--- src/rtl/alu_carry_sequencer.sv ---
// Multi-cycle wide add/subtract controller driving an external 8-bit lookahead slice.
// Operands are walked one byte lane per cycle, LSB lane first, chaining the slice carry.
module alu_carry_sequencer #(
    parameter int unsigned NB = 4
) (
    input  logic            i_clk,
    input  logic            i_rst,
    input  logic            i_start,
    input  logic            i_op_sub,
    input  logic            i_c_in,
    input  logic [8*NB-1:0] i_a,
    input  logic [8*NB-1:0] i_b,
    input  logic [7:0]      i_la_carrys,
    output logic            o_la_c_in,
    output logic [7:0]      o_la_p,
    output logic [7:0]      o_la_g,
    output logic            o_busy,
    output logic            o_done,
    output logic [8*NB-1:0] o_result,
    output logic            o_c_out,
    output logic            o_v_out,
    output logic            o_z_out
);

    localparam int unsigned W  = 8 * NB;
    localparam int unsigned LW = (NB > 1) ? $clog2(NB) : 1;
    localparam logic [LW-1:0] LAST_LANE = LW'(NB - 1);

    typedef enum logic [1:0] {
        ST_IDLE = 2'd0,
        ST_RUN  = 2'd1,
        ST_FIN  = 2'd2
    } state_t;

    state_t          r_state;
    logic [LW-1:0]   r_lane;
    logic            r_carry;
    logic [W-1:0]    r_a;
    logic [W-1:0]    r_b;
    logic [W-1:0]    r_shadow;
    logic [W-1:0]    r_result;
    logic            r_busy;
    logic            r_done;
    logic            r_c_out;
    logic            r_v_out;
    logic            r_z_out;

    logic            w_run;
    logic [LW+2:0]   w_shift;
    logic [7:0]      w_a_byte;
    logic [7:0]      w_b_byte;
    logic [7:0]      w_p;
    logic [7:0]      w_sum;
    logic [W-1:0]    w_shadow_next;

    // Current lane byte selection and sum/shadow merge
    always_comb begin
        w_run         = (r_state == ST_RUN);
        w_shift       = {r_lane, 3'b000};
        w_a_byte      = 8'(r_a >> w_shift);
        w_b_byte      = 8'(r_b >> w_shift);
        w_p           = w_a_byte ^ w_b_byte;
        w_sum         = w_p ^ {i_la_carrys[6:0], r_carry};
        w_shadow_next = (r_shadow & ~(W'(8'hFF) << w_shift)) | (W'(w_sum) << w_shift);
    end

    // Lookahead slice drive, forced to zero outside RUN
    assign o_la_p    = w_run ? w_p : 8'h00;
    assign o_la_g    = w_run ? (w_a_byte & w_b_byte) : 8'h00;
    assign o_la_c_in = w_run ? r_carry : 1'b0;

    // Sequencer FSM with registered handshake, result and flags
    always_ff @(posedge i_clk or posedge i_rst) begin
        if (i_rst) begin
            r_state  <= ST_IDLE;
            r_lane   <= '0;
            r_carry  <= 1'b0;
            r_a      <= '0;
            r_b      <= '0;
            r_shadow <= '0;
            r_result <= '0;
            r_busy   <= 1'b0;
            r_done   <= 1'b0;
            r_c_out  <= 1'b0;
            r_v_out  <= 1'b0;
            r_z_out  <= 1'b0;
        end else begin
            r_done <= 1'b0;
            case (r_state)
                ST_IDLE, ST_FIN: begin
                    if (i_start) begin
                        r_a     <= i_a;
                        r_b     <= i_b ^ {W{i_op_sub}};
                        r_carry <= i_op_sub ? 1'b1 : i_c_in;
                        r_lane  <= '0;
                        r_busy  <= 1'b1;
                        r_state <= ST_RUN;
                    end else begin
                        r_busy  <= 1'b0;
                        r_state <= ST_IDLE;
                    end
                end
                ST_RUN: begin
                    r_shadow <= w_shadow_next;
                    r_carry  <= i_la_carrys[7];
                    if (r_lane == LAST_LANE) begin
                        r_result <= w_shadow_next;
                        r_c_out  <= i_la_carrys[7];
                        r_v_out  <= i_la_carrys[6] ^ i_la_carrys[7];
                        r_z_out  <= (w_shadow_next == '0);
                        r_busy   <= 1'b0;
                        r_done   <= 1'b1;
                        r_state  <= ST_FIN;
                    end else begin
                        r_lane   <= r_lane + LW'(1);
                    end
                end
                default: begin
                    r_busy  <= 1'b0;
                    r_state <= ST_IDLE;
                end
            endcase
        end
    end

    assign o_busy   = r_busy;
    assign o_done   = r_done;
    assign o_result = r_result;
    assign o_c_out  = r_c_out;
    assign o_v_out  = r_v_out;
    assign o_z_out  = r_z_out;

endmodule

--- config.mk ---
export PLATFORM = sky130hd
export DESIGN_NAME = alu_carry_sequencer
export DESIGN_NICKNAME = d
export VERILOG_FILES = /design/src/rtl/alu_carry_sequencer.sv
export SDC_FILE = /design/constraint.sdc
export NUM_CORES = 1
export LEC_CHECK = 0
export ABC_AREA = 0
export BUFFER_PORTS_ARGS = -buffer_cell sky130_fd_sc_hd__buf_4
export CELL_PAD_IN_SITES_DETAIL_PLACEMENT = 1
export CELL_PAD_IN_SITES_GLOBAL_PLACEMENT = 1
export CORE_UTILIZATION = 38
export DETAILED_ROUTE_END_ITERATION = 8
export PLACE_DENSITY = 0.75
export SYNTH_ARGS = -nofsm -noshare
export SYNTH_HDL_FRONTEND = slang
export SYNTH_SLANG_ARGS = --single-unit
--- constraint.sdc ---
create_clock -name i_clk -period 4.6 [get_ports i_clk]
set_clock_uncertainty 0.15 [all_clocks]
set_input_delay 0.92 -clock i_clk [delete_from_list [all_inputs] [get_ports i_clk]]
set_output_delay 0.92 -clock i_clk [all_outputs]
set_load 0.01 [all_outputs]
==> metrics.md, run 1 <==
| Metric | Value |
|---|---|
| Outcome | `finished, final reports clean` |
| Crit Path Category | `reg -> out` |
| GRT Total Usage | `22.1%` |
| CP max-delay cell | `dfrtp_1` |
| Root Buffer | `clkbuf_16` |
| Area growth syn-to-layout | `29.1%` |
| CTS tree | `yes` |
| ANT cells | `0` |
| Most frequent cells in the layout | `134 x buf_4, 130 x dfrtp_1, 101 x nand2_1` |
| Place WS | `1250 ps` |
| WL/cell | `around 19 µm` |
| Gp weighted congestion | `0.860` |
| Later-pin clock latency in the skew report | `430 ps` |
| Die Area | `16500 µm²` |
| Rows | `45` |
| GRT met3 Usage | `5.03%` |
| Htree depth | `4` |
| Setup violators final | `0` |
| Worst Reg-to-Reg Cells | `7` |
| CP Launch Point | `r_lane[1]` |
| Fin crit period | `3700 ps` |
| Max Transition Viols Final | `0` |
| Commonest register cell after synthesis | `dfrtp_1` |
| Inst Count DP | `864` |
| Reg-to-reg setup timing slack | `around 1200 ps` |
| Finished Layout Cells | `896` |
| Post-CTS Setup Inserts | `0` |
| Pwr dens | `851 nW/µm²` |
| Post-route ant nets | `0` |
| Die X | `129 µm` |
| Syn avg cell area | `between 10 and 15 µm²` |
| Global-route wire length before repair | `~27000 µm` |
| Delay-heaviest family, CP | `flip-flops` |
| Remaining DRCs | `0` |
| Core Footprint | `15400 µm²` |
| Area after DPL | `7220 µm²` |
| Final global-route overflow total | `0` |
| Syn. warnings | `0` |
| Crit Reg-Reg Endpoint | `o_z_out` |
| Crit-path cells | `mux4_2, ha_1, and2_1, buf_4` |
| Most common cell after layout, fill and taps aside | `buf_4` |
| Crit start category | `register` |
| Vias per cell | `about 5.2` |
| Syn Inst Count | `556` |
| Layout cells sized above 1 | `32.0%` |
| Number of cells on the critical path | `4` |
| Drt total wl | `17200 µm` |
| Met2 usage | `37.8%` |
| Maximum clock frequency | `0.270 GHz` |
| Final WS setup | `901 ps` |
| Netlist cell types | `31` |
| Hpwl dp | `12300 µm` |
| Synthesized net count | `between 600 and 700` |
| Worst setup EP type | `output pin` |
| Worst ir drop on vdd | `roughly 390 µV` |
| Leak | `3.61 nW` |
| Final worst-path cycle share | `roughly four fifths` |
| Vias in the first global route | `approximately 5000` |
| Crit path DAT | `2630 ps` |
| TNS Setup | `0 ps` |
| Least-Margin Pin Slew | `1060 ps` |
| CTS hold repair buffers | `0` |
| Seq/Total Area, Yosys | `approximately 53%` |
| Met1 usage | `26.8%` |
| Worst-path fanout max | `26` |
| CP max stage delay | `1040 ps` |
| PostCTS Resize Cnt | `0` |
| Crit Reg-Reg Startpoint | `r_lane[1]` |
| Num CTS Buffers | `17` |
| Die H | `roughly 130 µm` |
| Reg clk slew, reported paths | `approximately 60 ps` |
| Initial antenna violation count | `0` |
| DRT iter0 DRCs | `263` |
| Clk sinks | `130` |
| MaxCap Viol Count | `0` |
| Slew headroom | `29.1%` |
| Post-synth EDFFs | `0` |
| Vias | `4616` |
| CTS max path bufs | `2` |
| Total Power | `around 6.7 mW` |
| Synth Register Bits | `130` |
| Most Used Layer, Global Route | `met2` |
| Drt first pass iters | `4` |
| I/O Buffers | `130` |
| Hold slack | `329 ps` |
| Critical path endpoint | `o_la_p[3]` |
| Critical Path RT | `3530 ps` |
| Fin util | `51.0%` |
| Synth async-reset ratio | `100%` |
| RSZ-0062 raised after global routing | `no` |
| Initial Util | `39.5%` |
| Crit path buf inv count | `1` |
| Post-layout nets | `761` |
| Min-Delay Path Class | `reg -> reg` |
| Synth Cell Area | `6090 µm²` |
| Fin area | `7870 µm²` |
| Largest net degree at the start of global routing | `102` |
| Ports | `131` |
| Final hold violation count | `0` |
-- Yosys cell counts (all sizes together) (2+ instances only) --
master,count,share of area [%]
dfrtp,130,53
nor2b,8,0.82
nand2b,2,0.21
clkbuf,19,1.2
nor2,4,0.25
ha,12,2.5
nand2,101,6.2
and2,18,1.8
a22oi,8,1.1
inv,6,0.37
mux4,16,5.9
xnor2,36,5.2
a21oi,20,1.6
mux2,33,6.1
nand4,5,0.51
and2b,11,1.4
o21ai,89,7.3
o31ai,3,0.37
xor2,8,1.1
buf,19,1.7
nor4,3,0.31
-- worst min-delay path, stage by stage, from the launching register on --
cell and delay [ps]:
dfrtp_1 340, nand2_1 50, o21ai_0 60
-- metal layers --
metal,up-vias,part of all wire (%)
met3,40,4.1
met2,137,51
li1,2130,-
met5,-,0
met1,2309,42
met4,0,2.9
-- cells by family (layout without fill, tap and decap cells) --
logic type	after synthesis	in the layout	share of synthesized area (%)
AOI/OAI and AO/OA	123	123	10.8
xor gates and xnor gates	44	44	6.32
adders and majority gates	12	12	2.46
buffers and inverters	44	173	3.24
DFF	130	130	53.4
muxes	49	49	12.0
and+or+nand+nor	154	154	11.7
-- layout make-up --
class,instances,area [µm²]
Fill cell,1686,7560
Tap cell,211,264
Timing Repair Buffer,135,1030
Clock buffer,18,439
Sequential cell,130,3250
Clock inverter,14,211
Inverter,6,25.0
Multi-Input combinational cell,382,2650
-- worst min path at each step --
stage	slack (ps)	startpoint	endpoint	depth (start not counted)
global placement	310	r_shadow[0]	r_shadow[0]	2
finish	330	r_b[31]	r_b[31]	2
floorplan	290	r_shadow[0]	r_shadow[0]	2
global route	360	r_b[31]	r_b[31]	2
detailed placement	320	r_b[12]	r_b[12]	2
CTS	330	r_b[12]	r_b[12]	2
-- registers in the layout, summed over array words and instances (netlist names), 2 cells and up --
signal,flops
r_b,32
r_shadow,24
o_result,32
r_lane,2
r_a,32
r_state,2
-- power breakdown --
group	internal, mW	leakage (nW)	total (mW)	switching [mW]
Combinational	1.37	1.69	3.15	1.79
Clock	0.972	0.304	1.49	0.518
Sequential	1.69	1.62	2.05	0.366
No activity file was read; power rests on OpenSTA's default activity.
==> inputs of run 2 (changes only) <==
ABC_AREA = 1   (was 0)
CORE_UTILIZATION = 36   (was 38)
PLACE_DENSITY = 0.76   (was 0.75)
clock period = 3.05 ns   (was 4.6 ns; I/O delays follow)
==> metrics.md, run 2 <==
| Metric | Value |
|---|---|
| Later-pin clock latency in the skew report | `430 ps (about the same)` |
| Gp weighted congestion | `0.878 (+2.0%)` |
| Largest net degree at the start of global routing | `131 (+28%)` |
| Clk sinks | `130 (unchanged)` |
| Crit path DAT | `2190 ps (-440 ps)` |
| Core Footprint | `17300 µm² (+12%)` |
| Post-route ant nets | `0 (unchanged)` |
| CP max-delay cell | `dfrtp_1` |
| Remaining DRCs | `0 (unchanged)` |
| Top post-synthesis cells by count | `275 x nand2_1, 130 x dfrtp_1, 102 x o21ai_0` |
| Die H | `135 µm (+5.1%)` |
| Post-synth EDFFs | `0 (unchanged)` |
| Crit Reg-Reg Startpoint | `r_lane[0]` |
| Commonest register cell after synthesis | `dfrtp_1` |
| Syn. warnings | `0 (unchanged)` |
| Setup violators final | `0 (unchanged)` |
| Root Buffer | `clkbuf_16` |
| CTS max path bufs | `2 (unchanged)` |
| Syn Inst Count | `802 (+44%)` |
| CTS hold repair buffers | `0 (unchanged)` |
| Min-Delay Path Class | `in -> async` |
| Inst Count DP | `1124 (+30%)` |
| Worst setup EP type | `output pin` |
| Seq/Total Area, Yosys | `51.0% (-2.4 points)` |
| Pwr dens | `1270 nW/µm² (+49%)` |
| Die Area | `18300 µm² (+10%)` |
| Synth async-reset ratio | `100% (unchanged)` |
| Vias per cell | `5.00 (-3.0%)` |
| CTS tree | `yes` |
| Initial Util | `36.9% (-2.6 points)` |
| WL/cell | `17.0 µm (-12%)` |
| Critical Path RT | `2290 ps (-1240 ps)` |
| Max Transition Viols Final | `0 (unchanged)` |
| Drt first pass iters | `5 (+1)` |
| Synthesized net count | `891 (+38%)` |
| Most frequent cell after synthesis | `nand2_1` |
| Multi-input logic area | `2720 µm² (+2.6%)` |
| Yosys top cell area share | `51.0% (-2.4 points)` |
| Worst Reg-to-Reg Cells | `14 (+7)` |
| Final hold violation count | `0 (unchanged)` |
| Initial antenna violation count | `0 (unchanged)` |
| Htree depth | `4 (unchanged)` |
| Total Power | `10.4 mW (+55%)` |
| TNS Setup | `0 ps (unchanged)` |
| Worst-path fanout max | `20 (-23%)` |
| Worst ir drop on vdd | `595 µV (+51%)` |
| Metal2 WL | `9580 µm (+9.2%)` |
| Area after DPL | `7560 µm² (+4.7%)` |
| I/O Buffers | `130 (unchanged)` |
| RSZ-0062 raised after global routing | `yes` |
| Crit start category | `register` |
| Ports | `131 (unchanged)` |
| Layout cells sized above 1 | `19.8% (-12 points)` |
| Area growth syn-to-layout | `28.6%` |
| MaxCap Viol Count | `0 (unchanged)` |
| Reg-to-reg setup timing slack | `460 ps (-740 ps)` |
| Maximum clock frequency | `between 0.3 and 0.4 GHz` |
| Syn avg cell area | `7.96 µm² (-27%)` |
| Uppermost layer routed | `met4` |
| Synth Register Bits | `130 (unchanged)` |
| Leak | `4.13 nW (+14%)` |
| Final worst-path cycle share | `96.8%` |
| Hpwl dp | `14100 µm (+14%)` |
| Fin area | `8210 µm² (+4.3%)` |
| GRT Total Usage | `23.0% (+0.87 points)` |
| Most common cell after layout, fill and taps aside | `nand2_1` |
| Crit-path cells | `inv_4, buf_12, o21ai_0, o22ai_1, ha_1, inv_1, nor2_1, buf_4` |
| Post-CTS Setup Inserts | `0 (unchanged)` |
| Crit Path Category | `reg -> out` |
| Die X | `135 µm (+5.1%)` |
| Area occupied by registers | `3250 µm² (unchanged)` |
| Yosys top cell by area | `dfrtp_1` |
| Synth Cell Area | `6380 µm² (+4.7%)` |
| Num CTS Buffers | `17 (unchanged)` |
| Vias in the first global route | `5946 (+18%)` |
| Crit Reg-Reg Endpoint | `o_z_out` |
| Outcome | `finished, final reports clean` |
| Fillers | `2134 (+27%)` |
| Finished Layout Cells | `1157 (+29%)` |
| Wl on met1 | `8830 µm (+23%)` |
| Global-route wire length before repair | `31800 µm (+18%)` |
| DRT iter0 DRCs | `348 (+32%)` |
| Most frequent cells in the layout | `274 x nand2_1, 140 x buf_4, 130 x dfrtp_1` |
| Slew headroom | `49.5% (+20 points)` |
| ANT cells | `0 (unchanged)` |
| Drt total wl | `19600 µm (+14%)` |
| Final global-route overflow total | `0 (unchanged)` |
| Met3 WL | `812 µm (+15%)` |
| Rows | `48 (+6.7%)` |
| Post-layout nets | `1008 (+32%)` |
| CP max stage delay | `410 ps (-630 ps)` |
| Vias | `5780 (+25%)` |
| Dominant cells by area after synthesis | `dfrtp_1 51%, nand2_1 16%, o21ai_0 8.0%, nor2_1 4.8%, xnor2_1 4.5%` |
| Fin crit period | `2950 ps` |
| Least-Margin Pin Slew | `757 ps (-306 ps)` |
| Reg clk slew, reported paths | `60 ps (about the same)` |
| Netlist cell types | `23 (-26%)` |
## run 2: changes by cell type after synthesis, moves of 8 or more
cell / change
nand2_1: +174
nor2_1: +78
inv_1: +38
mux2_2: -33
nand4_1: +22
a21oi_1: -18
and2_1: -18
o22ai_1: +17
mux4_2: -16
o21ai_0: +14
a31oi_1: +12
and2b_1: -11
nor2b_1: -8
xor2_1: -8
## run 2: cells by family (layout without fill, tap and decap cells)
logic type | count (synthesis) | after routing | synth area share [%]
XOR/XNOR | 33 | 33 | 4.53
AND/OR/NAND/NOR | 394 | 394 | 24.5
adder cells (fa/ha/maj) | 12 | 12 | 2.35
buffers and inverters | 98 | 228 | 6.47
AO/OA/AOI/OAI | 135 | 135 | 11.2
flip-flops | 130 | 130 | 51.0
## run 2: layout make-up
cell class	instances	area share, %
Timing Repair Buffer	146	14.1
Multi-Input combinational cell	574	33.1
Inverter	50	2.39
Clock inverter	8	1.22
Sequential cell	130	39.6
Clock buffer	24	6.11
Tap cell	225	3.43
## run 2: worst max path at each step
stage,endpoint,start,slack (ps),cells after the start
after floorplan,o_z_out,r_lane[1],630,16
after global placement,o_z_out,r_lane[0],370,14
after global routing,o_la_p[0],r_lane[0],-20,8
final,o_la_p[0],r_lane[0],100,8
after CTS,o_la_p[0],r_lane[1],3,7
after detailed placement,o_z_out,r_lane[0],330,14
## run 2: routing by layer
metal	up-vias	global-route usage, %
met2	150	37.7
met4	0	8.43
met5	-	0
li1	2810	-
met1	2791	29.9
met3	29	4.79
## run 2: repair_timing
| action | in CTS | in global routing |
|---|---|---|
| cloned | 0 | 1 |
| pin swaps | 0 | 1 |
| resized for setup | 3 | 5 |
| setup endpoints to repair | 1 | 7 |
## run 2: power breakdown
part / leakage, nW / total, mW / internal, mW / switching, mW
clock: 0.296 / 2.07 / 1.31 / 0.763
combinational: 2.22 / 5.23 / 1.93 / 3.30
sequential: 1.61 / 3.10 / 2.56 / 0.539
total: 4.13 / 10.4 / 5.80 / 4.60
## run 2: worst max-delay path: cells and delay by family (launching register included)
| kind | cells | cell delay, ps |
|---|---|---|
| and+or+nand+nor | 1 | 70 |
| AOI/OAI and AO/OA | 2 | 300 |
| DFF | 1 | 410 |
| adders and majority gates | 1 | 310 |
| buffers and inverters | 4 | 650 |
## run 2: per-stage QoR
step           hold slack (ps)  util [%]  worst slack (ps)
2_1_floorplan              294         -               628
3_3_place_gp               313      43.7               370
3_5_place_dp               312      43.7               329
4_1_cts                    215      47.2              3.42
5_1_grt                    222      47.4             -17.6
6_report                   204      47.4              97.3
==> inputs of run 3 (changes only) <==
ABC_AREA = default   (was 1)
CORE_UTILIZATION = 38   (was 36)
PLACE_DENSITY = 0.75   (was 0.76)
RECOVER_POWER = 100   (was default)
==> metrics.md, run 3 (synthesized netlist as in run 1, its figures left out) <==
| Metric | Value |
|---|---|
| Seq pwr share | `29.3% (-0.5 points)` |
| Max Transition Viols Final | `172 (+172)` |
| Cell Int Power | `6.29 mW (+8.5%)` |
| Largest net degree at the start of global routing | `131 (unchanged)` |
| Crit Path Category | `reg -> out` |
| CTS max path bufs | `2 (unchanged)` |
| Pwr dens | `1330 nW/µm² (+4.9%)` |
| Finished Layout Cells | `908 (-22%)` |
| Layout cells sized above 1 | `28.3% (+8.4 points)` |
| Most frequent cells in the layout | `130 x dfrtp_1, 102 x buf_4, 101 x nand2_1` |
| Core Footprint | `15400 µm² (-11%)` |
| Outcome | `finished, violations left` |
| I/O Buffers | `130 (unchanged)` |
| Setup violators final | `0 (unchanged)` |
| Vias | `4660 (-19%)` |
| Num CTS Buffers | `17 (unchanged)` |
| Worst ir drop on vdd | `569 µV (-4.4%)` |
| Post-layout nets | `773 (-23%)` |
| Critical Path RT | `2290 ps (about the same)` |
| Maximum clock frequency | `0.333 GHz (-1.8%)` |
| Ports | `131 (unchanged)` |
| Final global-route overflow total | `0 (unchanged)` |
| Rows | `45 (-6.3%)` |
| Initial Util | `39.5% (+2.6 points)` |
| Slew headroom | `-20.9% (-70 points)` |
| Fin area | `7910 µm² (-3.6%)` |
| Post-route ant nets | `0 (unchanged)` |
| Clk pwr share | `21.2% (+1.3 points)` |
| Crit-path cells | `buf_8, mux4_2, ha_4, and2_1, buf_4` |
| Fin util | `51.3% (+3.8 points)` |
| Gp weighted congestion | `0.860 (-2.1%)` |
| Reg clk slew, reported paths | `60 ps (about the same)` |
| Min-Delay Path Class | `in -> reg` |
| Switching share of total power | `40.2% (-4.1 points)` |
| Leak | `3.52 nW (-15%)` |
| Vias per cell | `5.13 (+2.7%)` |
| Drt total wl | `18000 µm (-8.4%)` |
| Worst setup EP type | `output pin` |
| Crit path DAT | `2250 ps (+60 ps)` |
| Violated checks | `capacitance limit, slew limit` |
| DRT iter0 DRCs | `245 (-30%)` |
| CTS tree | `yes` |
| Final hold violation count | `0 (unchanged)` |
| Comb power frac | `49.5% (-0.8 points)` |
| Remaining DRCs | `0 (unchanged)` |
| Area after DPL | `7320 µm² (-3.1%)` |
| Hpwl dp | `12900 µm (-8.3%)` |
| Die H | `129 µm (-4.8%)` |
| Fillers | `1719 (-19%)` |
| Area growth syn-to-layout | `29.8%` |
| WL/cell | `19.8 µm (+17%)` |
| Initial antenna violation count | `0 (unchanged)` |
| Drt first pass iters | `4 (-1)` |
| Root Buffer | `clkbuf_16` |
| GRT Total Usage | `23.4% (+0.38 points)` |
| CP max-delay cell | `mux4_2` |
| CTS hold repair buffers | `0 (unchanged)` |
| CP max stage delay | `550 ps (+140 ps)` |
| Die X | `129 µm (-4.8%)` |
| Global-route wire length before repair | `28300 µm (-11%)` |
| MaxCap Viol Count | `2 (+2)` |
| NetSw | `4.23 mW (-8.2%)` |
| Clk sinks | `130 (unchanged)` |
| Least-Margin Pin Slew | `1810 ps (+1060 ps)` |
| Vias in the first global route | `5140 (-14%)` |
| Fin crit period | `3010 ps (+54.2 ps)` |
| Most common cell after layout, fill and taps aside | `dfrtp_1` |
| ANT cells | `0 (unchanged)` |
| Total Power | `10.5 mW (+1.1%)` |
| Later-pin clock latency in the skew report | `440 ps (about the same)` |
| Crit start category | `register` |
| Inst Count DP | `876 (-22%)` |
| Die Area | `16500 µm² (-9.4%)` |
| Worst-path fanout max | `8 (-60%)` |
| Htree depth | `4 (unchanged)` |
| Final worst-path cycle share | `98.6% (+1.8 points)` |
[run 3: cell types whose count changed in the layout (fill, tap and decap cells not counted), moves of 17 or more]
cell / previous run / this run
and2_1: 0 / 18
buf_4: 140 / 102
clkbuf_1: 2 / 40
inv_1: 43 / 5
nand4_1: 27 / 5
nor2_1: 81 / 4
mux2_2: 0 / 32
a21oi_1: 2 / 20
o22ai_1: 17 / 0
nand2_1: 274 / 101
[run 3: metal layers]
| layer | global-route usage (%) | vias to the layer above | share of wire (%) |
|---|---|---|---|
| li1 | - | 2154 | - |
| met3 | 5.53 | 40 | 3.9 |
| met1 | 27.7 | 2338 | 41 |
| met4 | 10.0 | 0 | 3.2 |
| met5 | 0 | - | 0 |
| met2 | 40.7 | 128 | 52 |
[run 3: worst paths after layout]
kind                           start      endpoint  slack, ps  cells past startpoint
max                        r_lane[0]     o_la_p[6]         40                      5
max reg2reg                r_lane[0]       o_z_out        140                      8
min                          i_a[22]       r_a[22]        260                      2
min reg2reg                  r_b[31]       r_b[31]        330                      2
max in group asynchronous      i_rst       r_b[10]        910                      3
min in group asynchronous      i_rst  o_result[16]        620                      3
[run 3: power by group through the flow]
stage | registers (mW) | logic (mW) | clock network [mW]
finish | 3.09 | 5.20 | 2.23
global route | 3.17 | 5.66 | 2.34
CTS | 3.09 | 5.08 | 2.26
detailed placement | 3.09 | 4.95 | 0
global placement | 3.04 | 4.81 | 0
floorplan | 2.97 | 2.97 | 0
[run 3: timing repair]
| item | in CTS | in global routing |
|---|---|---|
| setup endpoints to repair | 3 | 4 |
| resized for setup | 3 | 10 |
| pin swaps | 0 | 1 |
| setup buffers | 0 | 0 |
[run 3: area by class of cell]
cell class	count	area (µm²)	area share, %
well taps	211	264	3.34
inverters	6	23.8	0.300
clock buffers	23	498	6.29
flip-flops and latches	130	3250	41.1
multi-input cells	382	2740	34.6
repair buffers	147	987	12.5
clock inverters	9	150	1.90
[run 3: worst max-delay path, delay by kind of cell (launching register included)]
kind	cells	cell delay, ps
adder cells (fa/ha/maj)	1	310
buffers and inverters	2	320
flip-flops	1	430
multiplexers	1	550
AND/OR/NAND/NOR	1	190
[run 3: per-stage QoR]
stage	setup WS [ps]	TNS [ps]	hold WS, ps
3_3_place_gp	237	0	310
6_report	43.1	0	256
5_1_grt	-24.8	-36.4	241
4_1_cts	-5.29	-5.29	244
3_5_place_dp	172	0	322
2_1_floorplan	174	0	292
